--- src/rtl/trap_hazard_controller.sv ---
// Pipeline hazard and trap controller.
// It watches per-stage exception requests, branch redirects, a global memory-busy freeze and
// load-use operand conflicts. It drives per-stage stall/flush vectors and a registered trap
// record (cause, PC, tval) that the CSR/trap-vector logic consumes.
module trap_hazard_controller #(
    parameter int unsigned STAGES          = 4,
    parameter int unsigned XLEN            = 32,
    parameter int unsigned CAUSE_W         = 4,
    parameter int unsigned LOAD_USE_CYCLES = 1,
    parameter int unsigned HAZARD_REGS     = 2
) (
    input  logic                       clock,
    input  logic                       reset,
    input  logic [STAGES-1:0]          excValid,
    input  logic [STAGES*CAUSE_W-1:0]  excCause,
    input  logic [STAGES*XLEN-1:0]     excPc,
    input  logic [STAGES*XLEN-1:0]     excTval,
    input  logic                       branchValid,
    input  logic                       memBusy,
    input  logic                       useValid,
    input  logic [HAZARD_REGS*5-1:0]   useRegs,
    input  logic                       loadValid,
    input  logic [4:0]                 loadRd,
    output logic [STAGES-1:0]          stall,
    output logic [STAGES-1:0]          flush,
    output logic                       trapValid,
    output logic [CAUSE_W-1:0]         trapCause,
    output logic [XLEN-1:0]            trapPc,
    output logic [XLEN-1:0]            trapTval,
    output logic                       loadUseStall
);

    localparam int unsigned IdxW = (STAGES > 1) ? $clog2(STAGES) : 1;
    // 3 bits covers the full 1..7 bubble range.
    localparam int unsigned CntW = 3;
    localparam logic [CntW-1:0] CntReload = CntW'(LOAD_USE_CYCLES - 1);

    typedef enum logic [0:0] {
        StIdle,
        StTrap
    } state_e;

    state_e              r_state;
    logic [CntW-1:0]     r_count;
    logic [CAUSE_W-1:0]  r_trap_cause;
    logic [XLEN-1:0]     r_trap_pc;
    logic [XLEN-1:0]     r_trap_tval;

    state_e              w_state_next;
    logic [CntW-1:0]     w_count_next;
    logic                w_latch;

    logic                w_exc_any;
    logic [IdxW-1:0]     w_exc_idx;
    logic [STAGES-1:0]   w_exc_mask;
    logic [CAUSE_W-1:0]  w_sel_cause;
    logic [XLEN-1:0]     w_sel_pc;
    logic [XLEN-1:0]     w_sel_tval;

    logic                w_reg_hit;
    logic                w_hazard;

    // Pick the oldest excepting instruction (highest stage index) and its trap record.
    always_comb begin
        w_exc_any   = |excValid;
        w_exc_idx   = '0;
        w_sel_cause = '0;
        w_sel_pc    = '0;
        w_sel_tval  = '0;
        for (int i = 0; i < int'(STAGES); i++) begin
            if (excValid[i]) begin
                w_exc_idx   = IdxW'(i);
                w_sel_cause = excCause[i*CAUSE_W +: CAUSE_W];
                w_sel_pc    = excPc[i*XLEN +: XLEN];
                w_sel_tval  = excTval[i*XLEN +: XLEN];
            end
        end
    end

    // Flush mask covering the winning stage and every younger stage below it.
    always_comb begin
        w_exc_mask = '0;
        for (int j = 0; j < int'(STAGES); j++) begin
            w_exc_mask[j] = (IdxW'(j) <= w_exc_idx);
        end
    end

    // Load-use compare across all consumer operands; x0 is never a real dependency.
    always_comb begin
        w_reg_hit = 1'b0;
        for (int k = 0; k < int'(HAZARD_REGS); k++) begin
            if ((useRegs[k*5 +: 5] != 5'd0) && (useRegs[k*5 +: 5] == loadRd)) begin
                w_reg_hit = 1'b1;
            end
        end
        w_hazard = useValid && loadValid && w_reg_hit;
    end

    // Next-state and output decode; priority is reset, memBusy, trap, exception, branch, load-use.
    always_comb begin
        w_state_next = r_state;
        w_count_next = r_count;
        w_latch      = 1'b0;
        stall        = '0;
        flush        = '0;
        trapValid    = 1'b0;
        loadUseStall = 1'b0;

        if (!reset) begin
            // Outputs stay quiet; the register block performs the actual reset.
            w_state_next = StIdle;
            w_count_next = '0;
        end else if (memBusy) begin
            // Freeze everything; no events are evaluated while memory is busy.
            stall = '1;
        end else begin
            unique case (r_state)
                StTrap: begin
                    trapValid    = 1'b1;
                    flush        = '1;
                    w_state_next = StIdle;
                end
                StIdle: begin
                    if (w_exc_any) begin
                        flush        = w_exc_mask;
                        w_latch      = 1'b1;
                        w_state_next = StTrap;
                        w_count_next = '0;
                    end else if (branchValid) begin
                        flush[1:0]   = 2'b11;
                        w_count_next = '0;
                    end else if ((r_count != '0) || w_hazard) begin
                        stall[1:0]   = 2'b11;
                        flush[2]     = 1'b1;
                        loadUseStall = 1'b1;
                        w_count_next = (r_count != '0) ? (r_count - CntW'(1)) : CntReload;
                    end
                end
                default: begin
                    w_state_next = StIdle;
                end
            endcase
        end
    end

    // State, bubble counter and trap record registers with synchronous active-low reset.
    always_ff @(posedge clock) begin
        if (!reset) begin
            r_state      <= StIdle;
            r_count      <= '0;
            r_trap_cause <= '0;
            r_trap_pc    <= '0;
            r_trap_tval  <= '0;
        end else begin
            r_state <= w_state_next;
            r_count <= w_count_next;
            if (w_latch) begin
                r_trap_cause <= w_sel_cause;
                r_trap_pc    <= w_sel_pc;
                r_trap_tval  <= w_sel_tval;
            end
        end
    end

    assign trapCause = r_trap_cause;
    assign trapPc    = r_trap_pc;
    assign trapTval  = r_trap_tval;

endmodule

--- config.mk ---
export PLATFORM = sky130hd
export DESIGN_NAME = trap_hazard_controller
export DESIGN_NICKNAME = d
export VERILOG_FILES = /design/src/rtl/trap_hazard_controller.sv
export SDC_FILE = /design/constraint.sdc
export NUM_CORES = 1
export LEC_CHECK = 0
export ABC_AREA = 1
export CORE_AREA = 2 2 144 146
export CTS_BUF_LIST = sky130_fd_sc_hd__clkbuf_2
export DETAILED_ROUTE_END_ITERATION = 7
export DIE_AREA = 0 0 146 148
export PLACE_DENSITY = 0.76
export SYNTH_ARGS = -nofsm -noshare
export SYNTH_HDL_FRONTEND = slang
export SYNTH_SLANG_ARGS = --single-unit
--- constraint.sdc ---
create_clock -name clock -period 2.4 [get_ports clock]
set_input_delay 0.72 -clock clock [delete_from_list [all_inputs] [get_ports clock]]
set_output_delay 0.72 -clock clock [all_outputs]
set_load 0.005 [all_outputs]
==> results by group, run 1 <==
Run status
  • Status: complete, but fails checks
  • Violations in the final reports: setup timing

Clock network
  • Clk sink count: 72
  • CTS tree: done
  • Number of buffers created by CTS: 9
  • Worst-case clock buffer depth: 2
  • CTS hold repair buffers: 0
  • Clock Root Buffer: clkbuf_2
  • Clock-pin transition on the worst setup and hold timing paths: about 220 ps
  • H-tree depth: 3
  • Skew-Pair Late Insertion Delay: between 500 and 600 ps

Final layout
  • Non-filler instance count after layout: roughly 1400
  • Share of cells above drive strength 1: a little over a tenth
  • Area grow syn2layout: 86.02%
  • Filler cells: just over 2000
  • Fin area: about 9000 sq um
  • Layout net count: approximately 1500

Setup path
  • Kind of critical path: input pin to primary output
  • Startpoint types: input pin
  • Endpoint class of the critical path: primary output
  • R2R depth: 5
  • Slowest stage cell, crit path: buf_2
  • Crit-path leading delay family: simple AND/OR/NAND/NOR gates
  • WP buf/inv: 3
  • RR Startpoint: r_state
  • Largest stage delay, worst path: approximately 130 ps
  • Crit path from: loadRd[3]
  • CP Data Arrival Time: about 1700 ps
  • Required @ worst endpoint: roughly 1700 ps
  • Most used cell, CP: nand2_2
  • WP depth: 12
  • Critical path fanouts, max: 3
  • Crit-path cells: buf_6 -> inv_2 -> nand2_2 -> nand2_2 -> nor2_2 -> nand3_1 -> nand2_1 -> nand2_2 -> nand2_4 -> nand3_4 -> nor2_2 -> buf_2

Place
  • DP Area: between 8000 and 9000 sq um
  • Placer Congestion: 0.8327
  • HPWL after DPL: 17030 um
  • Placed cells: roughly 1400
  • Pre-CTS setup slack: -891.9 ps
  • PortBufs: 374

Logic synthesis
  • Multiplexer share of the synthesized area: 0%
  • FF+latch count, synth: between 70 and 80
  • Seq/Total Area, Yosys: between 20 and 30%
  • Post-Syn Instances: 803
  • Main combinational cell family by area after synthesis: compound AO/OA/AOI/OAI gates
  • Top-count cell post-synth: nor2_1
  • XOR/XNOR Fraction of Synth Area: 0%
  • Mapped cell area: between 4000 and 5000 sq um
  • Ys flop type: dfxtp_1
  • Netlist cell types: 28
  • Top post-synthesis cells by area: dfxtp_1 (29%), nor2_1 (11%), a211oi_1 (10%)
  • Compound-Gate Fraction of Synth Area: 31.77%
  • Number of enable flip-flop cells after synthesis: 0
  • Synth warnings: 0
  • Post-synth top area cell: dfxtp_1
  • Post-Synthesis Net Count: between 1000 and 1500
  • Synth Area in Simple Gates: between 20 and 30%
  • Post-synth ARST share: 0%
  • Synth top cells by count: nor2_1 (151), nand2_1 (113), o21ai_1 (90)
  • Post-Synth Adder-Cell Area: less than 1%
  • Avg Cell Area, Syn: 6.195 sq um
  • Synth top area share: approximately 29%

Timing
  • Final hold viol count: 0
  • Worst Tran Pin Value: between 800 and 900 ps
  • Fmax: roughly 420 MHz
  • Period utilization: 100.3%
  • Setup total negative slack: -6.548 ps
  • RSZ-0062 raised after global routing: true
  • Final setup fails: 1
  • Final Max Slew Viols: 0
  • Final WS setup: -6.548 ps
  • Tmin final: about 2400 ps
  • Clk_skew: between 40 and 50 ps
  • Slew headroom: between 40% and 50%

Die
  • Core area: 20040 sq um
  • Io pins: 375
  • # rows: 52
  • DIE AREA: 21610 sq um
  • Die X: approximately 150 um
  • Starting density of the core: between 20% and 30%
  • Die Y: roughly 150 um

Routing
  • Drt pass-1 iters: 4
  • # DRC: 0
  • Via/cell ratio: approximately 4.9
  • 1st-iter DRT viols: 236
  • Post-DRT Antenna Nets: 0
  • Via count: roughly 7000
  • DR WL/cell: 15.96 um
  • Drt total wl: ~23000 um

Global routing
  • Total GRT Usage: slightly above 20%
  • First-pass GRT wire length: approximately 35000 um
  • Initial antenna violation count: 2
  • GR Overflow Total: 0
  • Vias in the first global route: ~6500
  • Largest net degree at the start of global routing: 136

Pwr
  • Final Power: 3.367 mW
  • PD cells: roughly 360 nW/um^2
  • Leakage: around 3.5 nW
  • Max IR drop VDD: between 0.15 and 0.2 mV

Min path
  • Hold Path Stages: 2
  • Hold Crit Class: register to register
  • Worst Min Path Start: trapTval[5]

Job
  • Maxcap violations: 0
==> per-layer routing <==
layer  global-route usage [%]  vias up  part of all wire, %
li1                         -     3474                    -
met1                    24.47     3138                   42
met2                    33.70      307                   47
met3                    5.370       57                  7.2
met4                    9.466        0                  3.7
met5                        0        -                    0
==> kinds of logic (layout without fill, tap and decap cells) <==
| group | after synthesis | in the layout |
|---|---|---|
| buf+inv | 100 | 453 |
| compound gates | 280 | 280 |
| other cells | 0 | 2 |
| simple gates | 349 | 349 |
| flops | 72 | 72 |
| fa+ha+maj | 2 | 2 |
==> cells in the final DEF (no fill, tap or decap), types with 10 or more instances in the layout <==
cell | Yosys | layout
a211oi_1 | 67 | 67
a21oi_1 | 74 | 73
buf_4 | 6 | 34
buf_6 | 4 | 14
clkbuf_2 | 0 | 10
clkdlybuf4s50_1 | 0 | 340
dfxtp_1 | 72 | 68
inv_1 | 18 | 10
inv_2 | 4 | 11
nand2_1 | 113 | 105
nand3_1 | 76 | 75
nor2_1 | 151 | 144
o21ai_0 | 45 | 45
o21ai_1 | 90 | 90
==> power by group <==
part	switching [mW]	internal (mW)
clock	0.495	0.132
sequential	0.0572	1.30
combinational	0.558	0.820
==> layout make-up <==
cell class              instances  area, sq um  share of cell area, %
multi-input cells             631         3169                  34.25
inverters                      23        101.3                  1.095
flip-flops and latches         72         1446                  15.63
diodes                          2        5.005                0.05408
well taps                     270        337.8                  3.651
clock buffers                   9        45.04                 0.4867
repair buffers                414         4101                  44.32
clock inverters                 7        47.55                 0.5138
==> registers in the layout, summed over array words and instances (netlist names) <==
register	count
trapCause	4
r_count	3
r_state	1
trapTval	32
trapPc	32
==> repair_timing <==
item,4_1_cts,5_1_grt
setup buffers,7,1
pin swaps,26,14
resized for setup,137,19
endpoints found under the setup margin,10,6
==> worst paths after layout <==
| check | end | slack, ps |
|---|---|---|
| max | loadUseStall | -7 |
| min | trapTval[5] | 490 |
| max reg2reg | trapPc[19] | 890 |
| min reg2reg | trapTval[5] | 490 |
==> tightest hold or removal path: stages (launching register included) <==
cell     delay, ps
dfxtp_1        360
nand3_1         70
o21ai_1         50
==> metrics by stage <==
stage,hold slack (ps),utilization [%]
final,486.5,46.18
after global routing,507.7,46.18
after CTS,490.1,45.89
after detailed placement,463.1,44.84
after global placement,458.9,44.84
after floorplan,451.1,-
Power figures use the tool's default switching activity.
==> inputs of run 2 (changes only) <==
--- a/config.mk
+++ b/config.mk
@@ -6,10 +6,11 @@
 export NUM_CORES = 1
 export LEC_CHECK = 0
 export ABC_AREA = 1
-export CORE_AREA = 2 2 144 146
+export CAP_MARGIN = 20
+export CORE_AREA = 3 3 145 147
 export CTS_BUF_LIST = sky130_fd_sc_hd__clkbuf_2
 export DETAILED_ROUTE_END_ITERATION = 7
-export DIE_AREA = 0 0 146 148
+export DIE_AREA = 0 0 148 150
 export PLACE_DENSITY = 0.76
 export SYNTH_ARGS = -nofsm -noshare
 export SYNTH_HDL_FRONTEND = slang
==> run 2 against run 1 <==
Compared with the run above:
- the run still ends with setup timing left
- wire length up 3.1%
- cell area increased by 1.0%
- final cell count increased by 0.56%
- largest power group unchanged
- highest routed layer unchanged
- largest cell class unchanged
==> results by group, run 2 (synthesis results as in run 1) <==
Run status
  • Status: complete, but fails checks
  • Violations in the final reports: setup timing

Routing
  • Drt pass-1 iters: 5 (+1)
  • # DRC: 0 (unchanged)
  • 1st-iter DRT viols: 329 (+39%)
  • DR WL/cell: 16.37 um (+2.5%)
  • Via/cell ratio: 4.854 (-0.63%)
  • Via count: 6971 (-0.072%)
  • Drt total wl: 23510 um (+3.1%)
  • Post-DRT Antenna Nets: 0 (unchanged)

Final layout
  • Share of cells above drive strength 1: 11.16% (+0.43 points)
  • Fin area: 9350 sq um (+1.0%)
  • Layout net count: 1459 (+0.62%)
  • Area grow syn2layout: 87.95%
  • Most common cell after layout, fill and taps aside: clkdlybuf4s50_1
  • Finished Core Util: 46.66% (+0.48 points)
  • Most frequent cells in the layout: clkdlybuf4s50_1 (340), nor2_1 (144), nand2_1 (108), o21ai_1 (90)

Timing
  • Worst Tran Pin Value: 806.3 ps (-32.07 ps)
  • Clk_skew: 23.12 ps (-19.43 ps)
  • Final setup fails: 7 (+6)
  • Slew headroom: 46.25% (+2.1 points)
  • RSZ-0062 raised after global routing: true
  • Final WS setup: -295.8 ps (-289.3 ps)
  • Period utilization: 112.3% (+12 points)
  • Final Max Slew Viols: 0 (unchanged)
  • Fmax: 370.9 MHz (-11%)
  • Setup total negative slack: -1416 ps (-1409 ps)
  • Tmin final: 2696 ps (+289.3 ps)
  • Final hold viol count: 0 (unchanged)

Place
  • HPWL after DPL: 17130 um (+0.60%)
  • Pre-CTS setup slack: -909.0 ps (-17.09 ps)
  • Placer Congestion: 0.8741 (+5.0%)
  • PortBufs: 374 (unchanged)
  • DP Area: 8952 sq um (-0.36%)

Clock network
  • CTS tree: done
  • Clock Root Buffer: clkbuf_2
  • Worst-case clock buffer depth: 2 (unchanged)
  • Clock-pin transition on the worst setup and hold timing paths: 190 ps (-30 ps)
  • H-tree depth: 3 (unchanged)
  • Skew-Pair Late Insertion Delay: 550 ps (-20 ps)
  • Clk sink count: 72 (unchanged)
  • Number of buffers created by CTS: 9 (unchanged)

Setup path
  • Required @ worst endpoint: 2860 ps (+1180 ps)
  • Kind of critical path: input pin to register
  • Most used cell, CP: buf_4
  • Endpoint class of the critical path: register
  • Slowest stage cell, crit path: a21oi_1
  • Startpoint types: input pin
  • Critical path fanouts, max: 5 (+2)
  • CP Data Arrival Time: 3150 ps (+1460 ps)
  • Crit-path leading delay family: buffers and inverters
  • Largest stage delay, worst path: 160 ps (+30 ps)
  • WP buf/inv: 14 (+11)
  • Crit-path cells: buf_8 -> inv_1 -> nand2_1 -> nand2_1 -> nor2_1 -> nand3_1 -> nand2_1 -> nand2_2 -> buf_4 -> buf_4 -> buf_4 -> buf_4 -> buf_4 -> buf_4 -> buf_4 -> buf_4 -> buf_4 -> buf_4 -> buf_4 -> buf_4 -> nand3_4 -> nand3_2 -> a21oi_1

Die
  • Die X: 148 um (+1.4%)
  • Io pins: 375 (unchanged)
  • Die Y: 150 um (+1.4%)
  • DIE AREA: 22200 sq um (+2.7%)
  • Core area: 20040 sq um (unchanged)
  • # rows: 52 (unchanged)
  • Starting density of the core: 24.83% (unchanged)

Global routing
  • Largest net degree at the start of global routing: 136 (unchanged)
  • Vias in the first global route: 6468 (-1.2%)
  • GR Overflow Total: 0 (unchanged)
  • Total GRT Usage: 19.63% (-0.63 points)
  • Initial antenna violation count: 2 (unchanged)
  • First-pass GRT wire length: 34670 um (-0.63%)

Pwr
  • Final Power: 3.655 mW (+8.6%)
  • Leakage: 3.560 nW (+2.1%)
  • Max IR drop VDD: 0.1833 mV (+18%)
  • PD cells: 390.9 nW/um^2 (+7.4%)

Min path
  • Hold Crit Class: register to register

Job
  • Maxcap violations: 0 (unchanged)
-- run 2: worst reg2reg max path: cells and delay by family, from the launching register on --
family          cells  cell delay [ps]
compound gates      2              440
flops               1              420
buf+inv             1              370
simple gates        1              300
-- run 2: repair_timing --
item | 4_1_cts | 5_1_grt
buffers inserted | 16 | 1
hold buffers | 0 | 0
pin swaps | 30 | 17
resized for setup | 124 | 27
setup endpoints to repair | 10 | 9
-- run 2: metrics by stage --
step,instances,hold WS (ps)
floorplan,803,451.1
global placement,1402,460.2
detailed placement,1402,466.2
CTS,1434,419.4
global route,1436,431.5
finish,1436,487.0
-- run 2: layer usage --
| metal | GRT usage [%] | wire (um) | vias up |
|---|---|---|---|
| met4 | 7.852 | 639 | 0 |
| met5 | 0 | 0 | - |
| met1 | 22.58 | 9213 | 3124 |
| met2 | 34.14 | 11530 | 314 |
| li1 | - | - | 3492 |
| met3 | 5.875 | 2123 | 41 |
-- run 2: area by class of cell --
class	instances	area, sq um
clock buffer	9	45.04
fill	2051	10690
sequential	72	1445
tap	270	337.8
inverter	23	96.34
clock inverter	7	110.1
antenna	1	2.502
multi-input combinational	631	3184
timing repair buffer	423	4129
-- run 2: path summary, 6_finish.rpt --
path,slack [ps],depth (start not counted),from,endpoint
hold reg to reg,490,2,trapTval[22],trapTval[22]
hold / removal,490,2,trapTval[22],trapTval[22]
setup / recovery,-300,23,useRegs[0],r_count[2]
setup reg to reg,810,4,r_state,trapTval[7]
-- run 2: power by group --
| part | switching [mW] | internal [mW] | leakage, nW |
|---|---|---|---|
| sequential | 0.0558 | 1.30 | 0.594 |
| combinational | 0.563 | 0.816 | 2.88 |
| clock | 0.476 | 0.440 | 0.0870 |
==> inputs of run 3 (changes only) <==
--- a/config.mk
+++ b/config.mk
@@ -12,6 +12,7 @@
 export DETAILED_ROUTE_END_ITERATION = 7
 export DIE_AREA = 0 0 148 150
 export PLACE_DENSITY = 0.76
+export SETUP_SLACK_MARGIN = 0.15
 export SYNTH_ARGS = -nofsm -noshare
 export SYNTH_HDL_FRONTEND = slang
 export SYNTH_SLANG_ARGS = --single-unit
==> run 3 against run 2 <==
Compared with the run above:
- the flow still finishes with violations (setup timing)
- first-iteration DRC count down 29%
- global-route usage is 0.29 points lower
- register-to-register slack gained 40 ps
- clock skew up 4.9 ps
- sequential power about the same
- die area stayed put
- cell area up 0.59%
- critical path type is now input pin to primary output
==> results by group, run 3 (synthesis results as in run 1) <==
Clock network
  • CTS hold repair buffers: 0 (unchanged)
  • Clock-pin transition on the worst setup and hold timing paths: 210 ps (+20 ps)
  • Clock Root Buffer: clkbuf_2
  • Clk sink count: 72 (unchanged)
  • H-tree depth: 3 (unchanged)
  • CTS tree: done
  • Number of buffers created by CTS: 9 (unchanged)
  • Worst-case clock buffer depth: 2 (unchanged)
  • Skew-Pair Late Insertion Delay: 540 ps (about the same)

Min path
  • Worst Min Path Start: trapTval[24]
  • Hold Crit Class: register to register

Run status
  • Violations in the final reports: setup timing
  • Status: complete, but fails checks

Routing
  • Via/cell ratio: 4.853 (about the same)
  • Via count: 6954 (-0.24%)
  • # DRC: 0 (unchanged)
  • Drt total wl: 23290 um (-0.92%)
  • Post-DRT Antenna Nets: 0 (unchanged)
  • 1st-iter DRT viols: 234 (-29%)
  • DR WL/cell: 16.25 um (-0.71%)
  • Drt pass-1 iters: 4 (-1)

Place
  • Placer Congestion: 0.7937 (-9.2%)
  • PortBufs: 374 (unchanged)
  • HPWL after DPL: 17260 um (+0.72%)

Timing
  • RSZ-0062 raised after global routing: true
  • Setup total negative slack: -15.72 ps (+1400 ps)
  • Worst Tran Pin Value: 866.8 ps (+60.58 ps)
  • Final hold viol count: 0 (unchanged)
  • Clk_skew: 28.03 ps (+4.910 ps)
  • Final setup fails: 1 (-6)
  • Period utilization: 100.7% (-12 points)
  • Final Max Slew Viols: 0 (unchanged)
  • Final WS setup: -15.72 ps (+280.1 ps)
  • Slew headroom: 42.21% (-4.0 points)
  • Tmin final: 2416 ps (-280.1 ps)
  • Fmax: 414.0 MHz (+12%)

Final layout
  • Area of the multi-input gates: 3174 sq um (-0.31%)
  • Filler cells: 2023 (-1.4%)
  • Most frequent cells in the layout: clkdlybuf4s50_1 (316), nor2_1 (145), nand2_1 (106), o21ai_1 (90), nand3_1 (75)
  • Register area: 1515 sq um (+4.8%)
  • Most common cell after layout, fill and taps aside: clkdlybuf4s50_1
  • Share of cells above drive strength 1: 15.42% (+4.3 points)
  • Layout net count: 1456 (-0.21%)
  • Area grow syn2layout: 89.06%

Setup path
  • Crit path from: excValid[3]
  • Endpoint class of the critical path: primary output
  • Kind of critical path: input pin to primary output
  • CP Data Arrival Time: 1700 ps (-1450 ps)
  • RR Startpoint: r_state
  • Startpoint types: input pin
  • Critical path fanouts, max: 2 (-3)
  • Required @ worst endpoint: 1680 ps (-1180 ps)

Global routing
  • GR Overflow Total: 0 (unchanged)
  • First-pass GRT wire length: 33810 um (-2.5%)
  • Total GRT Usage: 19.34% (-0.29 points)
  • Initial antenna violation count: 3 (+1)
  • Vias in the first global route: 6280 (-2.9%)
  • Largest net degree at the start of global routing: 136 (unchanged)

Die
  • # rows: 52 (unchanged)
  • Io pins: 375 (unchanged)
  • Die X: 148 um (unchanged)
  • Die Y: 150 um (unchanged)
  • Core area: 20040 sq um (unchanged)
  • Starting density of the core: 24.83% (unchanged)
  • DIE AREA: 22200 sq um (unchanged)

Pwr
  • PD cells: 377.7 nW/um^2 (-3.4%)
  • Leakage: 3.743 nW (+5.2%)
  • Final Power: 3.553 mW (-2.8%)
  • Max IR drop VDD: 0.2053 mV (+12%)

Job
  • Maxcap violations: 0 (unchanged)
[run 3: power breakdown]
group	total, mW	internal, mW	switching [mW]
registers	1.37	1.32	0.0555
logic	1.37	0.810	0.558
clock network	0.811	0.335	0.475
[run 3: layout make-up]
class,count,share of cell area [%]
timing repair buffer,420,44.01
multi-input combinational,631,33.75
inverter,23,1.104
clock inverter,6,0.9046
antenna,2,0.05321
clock buffer,9,0.4789
sequential,72,16.11
tap,270,3.592
[run 3: final timing paths]
kind,end,slack [ps],cells past startpoint
hold / removal,trapTval[24],480,2
setup / recovery,flush[2],-20,10
setup reg to reg,trapTval[9],850,5
hold reg to reg,trapTval[24],480,2
[run 3: per-stage QoR]
step	setup WS (ps)	utilization (%)	std cells	hold WS (ps)	cell area, sq um
after floorplan	-86.75	-	803	451.1	5002
after global placement	-846.1	44.90	1403	458.3	8997
after detailed placement	-915.7	44.90	1403	462.2	8997
after CTS	-47.34	46.05	1426	452.9	9228
after global routing	-99.78	46.93	1433	484.2	9405
final	-15.72	46.93	1433	481.0	9405
[run 3: per-layer routing]
layer	GRT usage, %	part of all wire [%]	vias to the layer above
met3	5.239	8.5	32
met4	6.513	2.3	0
met2	34.78	50	294
met5	0	0	-
met1	22.14	40	3146
li1	-	-	3482
[run 3: repair_timing]
action	CTS	global route
hold endpoints to repair	0	0
setup endpoints to repair	41	37
resized for setup	185	53
pin swaps	34	16
setup buffers	8	5
[run 3: worst max-delay path, stage by stage]
cell,delay [ps]
buf_8,110
inv_8,50
nand2_8,60
nor3_4,140
inv_2,80
buf_6,120
nor2_4,100
a21oi_2,50
a21oi_1,110
buf_2,140
